$ cat config.mk
export PLATFORM = sky130hd
export DESIGN_NAME = arbitro_memoria_dados
export DESIGN_NICKNAME = d
export VERILOG_FILES = /design/src/rtl/arbitro_memoria_dados.sv
export SDC_FILE = /design/constraint.sdc
export NUM_CORES = 1
export LEC_CHECK = 0
export ABC_AREA = 1
export ABC_CLOCK_PERIOD_IN_PS = 1900
export BUFFER_PORTS_ARGS = -buffer_cell sky130_fd_sc_hd__buf_2
export CAP_MARGIN = 15
export CORE_MARGIN = 8
export CORE_UTILIZATION = 35
export DETAILED_ROUTE_END_ITERATION = 16
export SYNTH_ARGS = -nofsm -noshare
export SYNTH_HDL_FRONTEND = slang
export SYNTH_SLANG_ARGS = --single-unit
$ cat constraint.sdc
create_clock -name clock -period 1.9 [get_ports clock]
set_input_delay 0.19 -clock clock [delete_from_list [all_inputs] [get_ports clock]]
set_output_delay 0.19 -clock clock [all_outputs]
set_load 0.01 [all_outputs]
$ cat src/rtl/arbitro_memoria_dados.sv
// Arbiter sharing one single-port data memory between the CPU load/store path
// and a debug/loader port. Accesses are serialised through IDLE/ISSUE/WAIT/DONE
// and the memory read latency (RD_LAT cycles, 1..15) is absorbed in WAIT.
module arbitro_memoria_dados #(
    parameter int unsigned ADDR_W   = 16,
    parameter int unsigned DATA_W   = 16,
    parameter int unsigned RD_LAT   = 2,
    parameter int unsigned CPU_PRIO = 1
) (
    input  logic              clock,
    input  logic              reset,
    // CPU control-unit port
    input  logic              cpu_req,
    input  logic              cpu_we,
    input  logic [ADDR_W-1:0] cpu_addr,
    input  logic [DATA_W-1:0] cpu_wdata,
    output logic              cpu_gnt,
    output logic              cpu_done,
    output logic [DATA_W-1:0] cpu_rdata,
    // debug/loader port
    input  logic              dbg_req,
    input  logic              dbg_we,
    input  logic [ADDR_W-1:0] dbg_addr,
    input  logic [DATA_W-1:0] dbg_wdata,
    output logic              dbg_gnt,
    output logic              dbg_done,
    output logic [DATA_W-1:0] dbg_rdata,
    // data memory side
    output logic              mem_en,
    output logic              mem_we,
    output logic [ADDR_W-1:0] mem_addr,
    output logic [DATA_W-1:0] mem_wdata,
    input  logic [DATA_W-1:0] mem_rdata,
    output logic              busy
);

    localparam int unsigned CNT_W = 4;

    typedef enum logic [1:0] {
        ST_IDLE  = 2'd0,
        ST_ISSUE = 2'd1,
        ST_WAIT  = 2'd2,
        ST_DONE  = 2'd3
    } state_t;

    typedef enum logic {
        PORT_CPU = 1'b0,
        PORT_DBG = 1'b1
    } port_t;

    state_t             state;
    port_t              winner;
    port_t              last_winner;
    logic               lat_we;
    logic [CNT_W-1:0]   wait_cnt;
    port_t              pick_c;

    // Winner selection for the current IDLE cycle (only consumed in IDLE)
    always_comb begin
        pick_c = PORT_CPU;
        if (cpu_req && dbg_req) begin
            if (CPU_PRIO != 0) begin
                pick_c = PORT_CPU;
            end else begin
                pick_c = (last_winner == PORT_DBG) ? PORT_CPU : PORT_DBG;
            end
        end else if (dbg_req) begin
            pick_c = PORT_DBG;
        end
    end

    // Access sequencer: state, latched request and all registered outputs
    always_ff @(posedge clock) begin
        if (reset) begin
            state       <= ST_IDLE;
            winner      <= PORT_CPU;
            last_winner <= PORT_DBG;
            lat_we      <= 1'b0;
            wait_cnt    <= '0;
            cpu_gnt     <= 1'b0;
            cpu_done    <= 1'b0;
            cpu_rdata   <= '0;
            dbg_gnt     <= 1'b0;
            dbg_done    <= 1'b0;
            dbg_rdata   <= '0;
            mem_en      <= 1'b0;
            mem_we      <= 1'b0;
            mem_addr    <= '0;
            mem_wdata   <= '0;
            busy        <= 1'b0;
        end else begin
            // pulses default low every cycle
            cpu_gnt  <= 1'b0;
            dbg_gnt  <= 1'b0;
            cpu_done <= 1'b0;
            dbg_done <= 1'b0;
            mem_en   <= 1'b0;
            mem_we   <= 1'b0;

            case (state)
                ST_IDLE: begin
                    if (cpu_req || dbg_req) begin
                        state       <= ST_ISSUE;
                        busy        <= 1'b1;
                        winner      <= pick_c;
                        last_winner <= pick_c;
                        mem_en      <= 1'b1;
                        if (pick_c == PORT_CPU) begin
                            cpu_gnt   <= 1'b1;
                            lat_we    <= cpu_we;
                            mem_we    <= cpu_we;
                            mem_addr  <= cpu_addr;
                            mem_wdata <= cpu_wdata;
                        end else begin
                            dbg_gnt   <= 1'b1;
                            lat_we    <= dbg_we;
                            mem_we    <= dbg_we;
                            mem_addr  <= dbg_addr;
                            mem_wdata <= dbg_wdata;
                        end
                    end
                end

                ST_ISSUE: begin
                    if (lat_we) begin
                        state <= ST_DONE;
                        if (winner == PORT_CPU) begin
                            cpu_done <= 1'b1;
                        end else begin
                            dbg_done <= 1'b1;
                        end
                    end else begin
                        state    <= ST_WAIT;
                        wait_cnt <= CNT_W'(RD_LAT - 1);
                    end
                end

                ST_WAIT: begin
                    // the last WAIT cycle is the one in which mem_rdata is valid
                    if (wait_cnt == '0) begin
                        state <= ST_DONE;
                        if (winner == PORT_CPU) begin
                            cpu_rdata <= mem_rdata;
                            cpu_done  <= 1'b1;
                        end else begin
                            dbg_rdata <= mem_rdata;
                            dbg_done  <= 1'b1;
                        end
                    end else begin
                        wait_cnt <= wait_cnt - CNT_W'(1);
                    end
                end

                ST_DONE: begin
                    state <= ST_IDLE;
                    busy  <= 1'b0;
                end

                default: begin
                    state <= ST_IDLE;
                    busy  <= 1'b0;
                end
            endcase
        end
    end

endmodule
==> summary.md, run 1 <==
| Metric | Value |
|---|---|
| Via count | 3479 |
| Tmin final | 1.64 ns |
| Max incr delay on CP | 0.36 ns |
| Die X | 115 um |
| Per-cell routed wire length | 13.6 um |
| Sequential fraction of the synthesis area | 46.4% |
| Overall power | 5360 uW |
| Final antenna-violating net count | 0 |
| Diode count | 0 |
| Clk pin slew, worst setup/hold paths | 0.08 ns |
| Max-slew headroom | 60.1% |
| Starting Density | 35.5% |
| Slew Limit Fails | 0 |
| Cell total after placement | 752 |
| Finished Layout Cells | 766 |
| Fin util | 46.0% |
| Max_cap viols | 0 |
| Total CTS buffers | 9 |
| Netlist Area Pre-Place | 0.00341 mm^2 |
| Worst path slowest cell | dfxtp_1 |
| Hold Fails Final Rpt | 0 |
| Internal | 3290 uW |
| Netlist cell types | 20 |
| Grt ovf | 0 |
| Most common cell after layout, fill and taps aside | buf_2 |
| Residual DRC count | 0 |
| First-pass GRT wire length | 16.7 mm |
| Post-Synthesis Cells | 484 |
| Status | completed |
| Final net count | 722 |
| Fillers | 1011 |
| Routed vias/inst | 4.54 |
| P per Cell Area | 1210 mW/mm^2 |
| Sw Pwr | 2070 uW |
| Clock insertion delay at the later pin of the skew report | 0.35 ns |
| Post-detail-place hpwl | 7.61 mm |
| Fmax | 610 MHz |
| CTS sink cnt | 79 |
| Area Growth Syn to Fin | 29.4% |
| Worst path bufs/invs | 3 |
| Pin count of the biggest net entering global routing | 36 |
| CP max FO | 33 |
| Synth Register Bits | 79 |
| Min-delay worst type | primary input to register |
| Routability cong. | 0.804 |
| DR pass1 iterations | 4 |
| Worst setup EP type | register |
| Worst endpoint required time | 2.13 ns |
| Core Area | 0.00959 mm^2 |
| Post-CTS Setup Bufs | 0 |
| Row count | 36 |
| Combinational Power Share | 37.4% |
| Vias in the first global route | 3614 |
| Worst slew pin tran | 0.598 ns |
| # setup viols final | 0 |
| Syn avg cell area | 7.04 um^2 |
| First DRT Iteration DRCs | 234 |
| Most frequent cells in the layout | buf_2 (156), nand2_1 (112), dfxtp_1 (79), nor2_1 (76), a21oi_1 (68) |
| CTS tree | done |
| Clk_skew | 0.00784 ns |
| IO Port Bufs | 156 |
| Initial antenna violation count | 0 |
| Routed Wire Length | 10.4 mm |
| Die height | 115 um |
| Cells along the critical path | inv_1 > ha_1 > inv_1 > nor2_4 > inv_4 > a21oi_1 > a21oi_1 |
| Crit Path Category | register to register |
| Clock power share | 20.3% |
| Register share of total power | 42.3% |
| RSZ-0062 raised after global routing | false |
| Yosys warns | 0 |
| Io pins | 157 |
| Static Leak | 0.00247 uW |
| Total GRT Usage | 15.8% |
| Setup TNS | 0 ns |
| CP arrival | 1.87 ns |
| Clk root buf | clkbuf_8 |
| Fin crit share | 86.3% |
| Hold WS | 0.0742 ns |
| H-tree depth | 3 |
| Critical Path Start Type | register |
| Syn_nets | 576 |
| VDD IR max | 0.000499 V |
| Die area | 0.0132 mm^2 |
| Max clock buf depth | 2 |
| Layout cells sized above 1 | 30.8% |
| Delay-heaviest family, CP | buffers and inverters |
| Sw frac | 38.6% |
## worst paths after layout
check / startpoint / end / slack, ns / cells past startpoint
setup / recovery: state[0] / mem_wdata[11] / 0.26 / 7
setup reg to reg: state[0] / mem_wdata[11] / 0.26 / 7
hold / removal: reset / state[1] / 0.07 / 2
hold reg to reg: cpu_rdata[10] / cpu_rdata[10] / 0.51 / 4
## cell type report
class / count / area [um^2] / area share, %
sequential: 79 / 1580 / 35.8
timing repair buffer: 160 / 815 / 18.5
clock inverter: 4 / 23.8 / 0.539
multi-input combinational: 326 / 1480 / 33.6
tap: 133 / 166 / 3.77
clock buffer: 10 / 138 / 3.12
inverter: 54 / 205 / 4.65
## state kept, by name, indices dropped and copies added (netlist names)
name,flops
cpu_rdata,16
dbg_rdata,16
mem_addr,16
mem_wdata,16
wait_cnt,4
state,2
busy,1
cpu_done,1
cpu_gnt,1
dbg_done,1
dbg_gnt,1
lat_we,1
mem_en,1
mem_we,1
winner,1
## layer usage
| layer | vias up | global-route usage, % | share of wire, % |
|---|---|---|---|
| li1 | 1795 | - | - |
| met1 | 1529 | 17.4 | 43 |
| met2 | 144 | 24.5 | 43 |
| met3 | 11 | 9.34 | 12 |
| met4 | 0 | 5.95 | 1.2 |
| met5 | - | 0 | 0 |
## power by group through the flow
stage	Combinational (uW)	Clock (uW)	Sequential, uW
3_5_place_dp	2010	0	2290
3_3_place_gp	1960	0	2280
4_1_cts	2020	1120	2260
6_report	2010	1090	2270
5_1_grt	2320	1210	2310
2_1_floorplan	1190	0	2420
## cell usage after synthesis
library cell | count | area share, %
nand2_1 | 112 | 12
nand3_1 | 7 | 1.0
o31ai_1 | 1 | 0.22
o21ai_0 | 36 | 5.3
ha_1 | 6 | 2.2
a21oi_1 | 68 | 10
nor3_1 | 3 | 0.44
nand2_4 | 2 | 0.66
dfxtp_1 | 79 | 46
buf_6 | 4 | 1.3
nor2_1 | 76 | 8.4
nand2_2 | 11 | 2.0
nand3_2 | 1 | 0.29
inv_2 | 4 | 0.44
nor2_4 | 1 | 0.33
clkbuf_2 | 1 | 0.15
clkbuf_1 | 7 | 0.77
buf_2 | 13 | 1.9
inv_1 | 50 | 5.5
nor2_2 | 2 | 0.37
## metrics by stage
stage	instance area (um^2)	setup WS (ns)
after floorplan	3410	0.563
after global placement	4250	0.257
after detailed placement	4250	0.181
after CTS	4410	0.174
after global routing	4410	0.0448
final	4410	0.261
## logic make-up after synthesis
group	share of synthesized area, %
adder cells (fa/ha/maj)	2.20
buffers and inverters	10.1
flip-flops	46.4
AO/OA/AOI/OAI	15.5
AND/OR/NAND/NOR	25.8
## what timing repair did
item                                    in CTS  in global routing
hold buffers                                 0                  0
endpoints found under the setup margin       0                 26
resized for setup                            0                  3
Note: power is estimated with default switching activity, not from simulation.
==> inputs of run 2 (changes only) <==
--- a/config.mk
+++ b/config.mk
@@ -5,7 +5,6 @@
 export SDC_FILE = /design/constraint.sdc
 export NUM_CORES = 1
 export LEC_CHECK = 0
-export ABC_AREA = 1
 export ABC_CLOCK_PERIOD_IN_PS = 1900
 export BUFFER_PORTS_ARGS = -buffer_cell sky130_fd_sc_hd__buf_2
 export CAP_MARGIN = 15
==> run 2 against run 1 <==
  * Core utilization rose by 1.9 points
  * Total power rose by 3.4%
  * Largest cell class unchanged
  * Setup slack got worse by 0.11 ns
  * Critical path type unchanged
  * Largest power group unchanged
  * Worst hold slack improved by 0.033 ns
==> summary.md, run 2 <==
| Metric | Value |
|---|---|
| Max_cap viols | 0 |
| Fillers | 936 |
| Post-CTS Setup Bufs | 0 |
| RSZ-0062 raised after global routing | false |
| Post-Synthesis Cells | 368 |
| VDD IR max | 0.000527 V |
| Status | completed |
| Pin count of the biggest net entering global routing | 55 |
| Routability cong. | 0.796 |
| Crit Path Category | register to register |
| Routed vias/inst | 5.06 |
| Core Area | 0.00920 mm^2 |
| Post-synth EDFFs | 0 |
| Worst path slowest cell | or3b_2 |
| Fmax | 573 MHz |
| Synth top area share | 47.9% |
| Worst setup EP type | register |
| Sequential fraction of the synthesis area | 47.9% |
| Synth area leader | dfxtp_1 |
| Hold Path Origin | mem_rdata[15] |
| Clk_skew | 0.00606 ns |
| Per-cell routed wire length | 15.4 um |
| Total CTS buffers | 9 |
| Compound-gate portion of the synthesized area | 20.7% |
| Most frequent cells in the layout | buf_2 (156), dfxtp_1 (79), a21oi_1 (38), nor2_1 (37) |
| Hold Fails Final Rpt | 0 |
| Synth cell count leaders | dfxtp_1 (79), a21oi_1 (38), nor2_1 (37) |
| # setup viols final | 0 |
| Vias in the first global route | 3238 |
| Clk pin slew, worst setup/hold paths | 0.08 ns |
| Xor and xnor area share after synthesis | 0% |
| Total GRT Usage | 15.1% |
| H-tree depth | 3 |
| Layout cells sized above 1 | 36.6% |
| Count leader, synth | dfxtp_1 |
| R2R Path End | state[0] |
| Async SR Flop Fraction | 0% |
| Tmin final | 1.74 ns |
| Diode count | 0 |
| Die height | 113 um |
| Max clock buf depth | 2 |
| Cells along the critical path | inv_1 > ha_1 > or3b_2 > a21o_1 > o32ai_1 |
| Max incr delay on CP | 0.52 ns |
| Synth Register Bits | 79 |
| DR pass1 iterations | 4 |
| Most common cell after layout, fill and taps aside | buf_2 |
| CP arrival | 1.99 ns |
| Io pins | 157 |
| Critical Path Start Type | register |
| Hold WS | 0.107 ns |
| Netlist cell types | 35 |
| Max-slew headroom | 72.3% |
| Min-delay worst type | primary input to register |
| P per Cell Area | 1260 mW/mm^2 |
| Grt ovf | 0 |
| Proportion of synthesized area in mux cells | 10.3% |
| Final WS setup | 0.156 ns |
| Post-detail-place hpwl | 7.11 mm |
| Syn_nets | 460 |
| CTS sink cnt | 79 |
| Yosys warns | 0 |
| Setup TNS | 0 ns |
| CTS tree | done |
| IO Port Bufs | 156 |
| Netlist Area Pre-Place | 0.00330 mm^2 |
| Syn avg cell area | 8.98 um^2 |
| Fin crit share | 91.8% |
| Top cells by area, synth | dfxtp_1 (48%), mux2i_1 (10%), a211oi_1 (7.7%), a21oi_1 (5.8%), nand3_1 (4.8%) |
| Row count | 35 |
| Slew Limit Fails | 0 |
| Post-place setup slack | 0.179 ns |
| Worst slew pin tran | 0.414 ns |
| First DRT Iteration DRCs | 102 |
| Adder-cell share of the synthesized area | 2.27% |
| Hold Path Cell Cnt | 3 |
| Die X | 113 um |
| Starting Density | 35.9% |
| Final net count | 606 |
| Residual DRC count | 0 |
| Final antenna-violating net count | 0 |
| Clock insertion delay at the later pin of the skew report | 0.34 ns |
| Routed Wire Length | 9.68 mm |
| Via count | 3188 |
| Area Growth Syn to Fin | 33.4% |
| Hold buffers post-CTS | 0 |
| Dominant combinational cell family by area after synthesis | compound AO/OA/AOI/OAI gates |
| R2R Setup Slk | 0.16 ns |
| First-pass GRT wire length | 15.9 mm |
| Static Leak | 0.00196 uW |
| Clk root buf | clkbuf_8 |
| Die area | 0.0128 mm^2 |
| Simple-Gate Fraction of Synth Area | 13.7% |
| Post-CTS Resized | 0 |
| Most common flop cell mapped by yosys | dfxtp_1 |
| R2R Path Start | wait_cnt[0] |
| CP max FO | 5 |
| Initial antenna violation count | 0 |
| Register-to-Register Path Depth | 5 |
| Crit. Startpoint | wait_cnt[0] |
| Worst endpoint required time | 2.14 ns |
| Worst hold endpoint | dbg_rdata[15] |
[run 2: worst max path at each step]
stage | endpoint | slack, ns | cells after the start
after floorplan | lat_we | 0.30 | 6
after global placement | state[0] | 0.27 | 5
after detailed placement | state[0] | 0.18 | 5
after CTS | state[0] | 0.16 | 5
after global routing | cpu_rdata[15] | 0.06 | 7
final | state[0] | 0.16 | 5
[run 2: final cells by class]
cell class	instances	area, um^2	share of cell area [%]
Clock buffer	11	151	3.43
Clock inverter	5	32.5	0.738
Inverter	7	26.3	0.596
Multi-Input combinational cell	248	1580	35.7
Sequential cell	79	1580	35.9
Tap cell	111	139	3.15
Timing Repair Buffer	169	903	20.5
[run 2: power breakdown]
part | internal (uW) | switching (uW)
clock | 541 | 613
sequential | 2030 | 194
combinational | 888 | 1280
[run 2: critical path, delay by kind of cell (launching register included)]
| family | cells | cell delay, ns |
|---|---|---|
| buffers and inverters | 1 | 0.08 |
| DFF | 1 | 0.33 |
| AOI/OAI and AO/OA | 2 | 0.50 |
| adders and majority gates | 1 | 0.22 |
| and+or+nand+nor | 1 | 0.52 |
[run 2: cells by family (layout without fill, tap and decap cells)]
logic type                 after synthesis  after routing
AOI/OAI and AO/OA                      115            115
and+or+nand+nor                         93             93
DFF                                     79             79
buffers and inverters                   41            192
muxes                                   34             34
adders and majority gates                6              6
[run 2: stage by stage]
stage          power, uW  util, %  instances  area (um^2)
2_1_floorplan       3620        -        368         3300
3_3_place_gp        4400     45.9        614         4230
3_5_place_dp        4440     45.9        614         4230
4_1_cts             5630     47.9        630         4410
5_1_grt             5990     47.9        630         4410
6_report            5540     47.9        630         4410
[run 2: routing by layer]
metal  up-vias  global-route usage, %  share of wire, %
li1       1614                      -                 -
met1      1441                   18.6                46
met2       124                   23.1                43
met3         9                   6.34               9.4
met4         0                   5.33               1.3
met5         -                      0                 0
==> inputs of run 3 (changes only) <==
--- a/config.mk
+++ b/config.mk
@@ -7,7 +7,8 @@
 export LEC_CHECK = 0
 export ABC_CLOCK_PERIOD_IN_PS = 1900
 export BUFFER_PORTS_ARGS = -buffer_cell sky130_fd_sc_hd__buf_2
-export CAP_MARGIN = 15
+export CAP_MARGIN = 20
+export CORE_ASPECT_RATIO = 1.25
 export CORE_MARGIN = 8
 export CORE_UTILIZATION = 35
 export DETAILED_ROUTE_END_ITERATION = 16
==> run 3 against run 2 <==
  * Clock skew is essentially flat
  * Worst hold slack gained 0.015 ns
  * Sequential cell count is the same
  * Total power grew 11%
  * Sequential share of layout area shrank 1.2 points
  * Maximum frequency shrank 0.47%
  * Critical endpoint unchanged
  * Largest cell class unchanged
  * Largest power group unchanged
==> summary.md, run 3 (same netlist as run 2, synthesis figures left out) <==
| Metric | Value |
|---|---|
| Metal-1 WL | 4.24 mm |
| Hold Fails Final Rpt | 0 |
| Most frequent cells in the layout | buf_2 (156), dfxtp_1 (79), a21oi_1 (38), nor2_1 (37) |
| Max clock buf depth | 2 |
| Worst slew pin tran | 0.423 ns |
| Residual DRC count | 0 |
| Total GRT Usage | 15.2% |
| Worst path slowest cell | or3b_2 |
| Final net count | 605 |
| Met2 WL post-DR | 4.52 mm |
| Post-detail-place hpwl | 7.37 mm |
| Row count | 39 |
| Post-place setup slack | 0.139 ns |
| Clk root buf | clkbuf_16 |
| Core Area | 0.00917 mm^2 |
| Clock insertion delay at the later pin of the skew report | 0.33 ns |
| CTS tree | done |
| Crit Path Category | register to register |
| Starting Density | 36.0% |
| Routability cong. | 0.810 |
| Fin crit share | 92.2% |
| Vias in the first global route | 3278 |
| Static Leak | 0.00201 uW |
| Worst endpoint required time | 2.13 ns |
| Min-delay worst type | primary input to register |
| # setup viols final | 0 |
| Most common cell after layout, fill and taps aside | buf_2 |
| Grt ovf | 0 |
| Top layer in use | met4 |
| CP arrival | 1.98 ns |
| Die height | 125 um |
| Io pins | 157 |
| IO Port Bufs | 156 |
| CTS sink cnt | 79 |
| Via count | 3264 |
| DR WL met3 | 865 um |
| VDD IR max | 0.000527 V |
| H-tree depth | 3 |
| Per-cell routed wire length | 15.3 um |
| Cells along the critical path | inv_1 > ha_1 > or3b_2 > a21o_1 > o32ai_1 |
| Final antenna-violating net count | 0 |
| Clk pin slew, worst setup/hold paths | 0.06 ns |
| First DRT Iteration DRCs | 109 |
| Final WS setup | 0.147 ns |
| Pin count of the biggest net entering global routing | 38 |
| Hold buffers post-CTS | 0 |
| Fmax | 571 MHz |
| DR pass1 iterations | 4 |
| Die X | 103 um |
| Initial antenna violation count | 0 |
| Total CTS buffers | 9 |
| Layout cells sized above 1 | 36.5% |
| Tmin final | 1.75 ns |
| Setup TNS | 0 ns |
| Max incr delay on CP | 0.52 ns |
| Worst setup EP type | register |
| Clk_skew | 0.00578 ns |
| Fillers | 930 |
| Status | completed |
| RSZ-0062 raised after global routing | false |
| Slew Limit Fails | 0 |
| Max-slew headroom | 71.5% |
| Routed Wire Length | 9.79 mm |
| First-pass GRT wire length | 15.5 mm |
| Critical Path Start Type | register |
| CP max FO | 5 |
| Diode count | 0 |
| Die area | 0.0128 mm^2 |
| Area Growth Syn to Fin | 38.1% |
| P per Cell Area | 1350 mW/mm^2 |
| Routed vias/inst | 5.09 |
| Max_cap viols | 0 |
[run 3: repair_timing]
action / in CTS / in global routing
buffers inserted: 0 / 0
endpoints found under the setup margin: 0 / 13
resized for setup: 0 / 2
[run 3: per-stage QoR]
stage | instance area (um^2) | hold WS [ns] | instances | utilization, % | total power, uW
floorplan | 3300 | 0.304 | 368 | - | 3620
global placement | 4250 | 0.458 | 625 | 46.3 | 4420
detailed placement | 4250 | 0.460 | 625 | 46.3 | 4480
CTS | 4560 | 0.105 | 641 | 49.7 | 6250
global route | 4560 | 0.104 | 641 | 49.7 | 6620
finish | 4560 | 0.122 | 641 | 49.7 | 6170
[run 3: routing by layer]
metal | vias up | global-route usage [%]
met5 | - | 0
met4 | 0 | 6.58
met3 | 9 | 5.54
met2 | 128 | 24.1
met1 | 1511 | 17.6
li1 | 1616 | -
[run 3: worst paths after layout]
| kind | cells past startpoint | end | slack [ns] | startpoint |
|---|---|---|---|---|
| hold / removal | 3 | cpu_rdata[15] | 0.12 | mem_rdata[15] |
| setup reg to reg | 5 | state[0] | 0.15 | wait_cnt[0] |
| setup / recovery | 5 | state[0] | 0.15 | wait_cnt[0] |
| hold reg to reg | 2 | dbg_rdata[10] | 0.47 | dbg_rdata[10] |
[run 3: critical path: cells and delay by family (launching register included)]
kind	cells	cell delay (ns)
buf+inv	1	0.08
compound gates	2	0.49
simple gates	1	0.52
flops	1	0.33
fa+ha+maj	1	0.22
[run 3: where the power goes]
| part | total (uW) | switching [uW] | internal [uW] |
|---|---|---|---|
| registers | 2240 | 207 | 2030 |
| clock network | 1750 | 654 | 1090 |
| logic | 2190 | 1270 | 915 |
| total | 6170 | 2130 | 4040 |
[run 3: area by class of cell]
type | count | area [um^2] | area share (%)
sequential | 79 | 1580 | 34.7
multi-input combinational | 248 | 1580 | 34.6
timing repair buffer | 168 | 912 | 20.0
clock buffer | 12 | 256 | 5.62
tap | 123 | 154 | 3.37
clock inverter | 4 | 53.8 | 1.18
inverter | 7 | 26.3 | 0.576
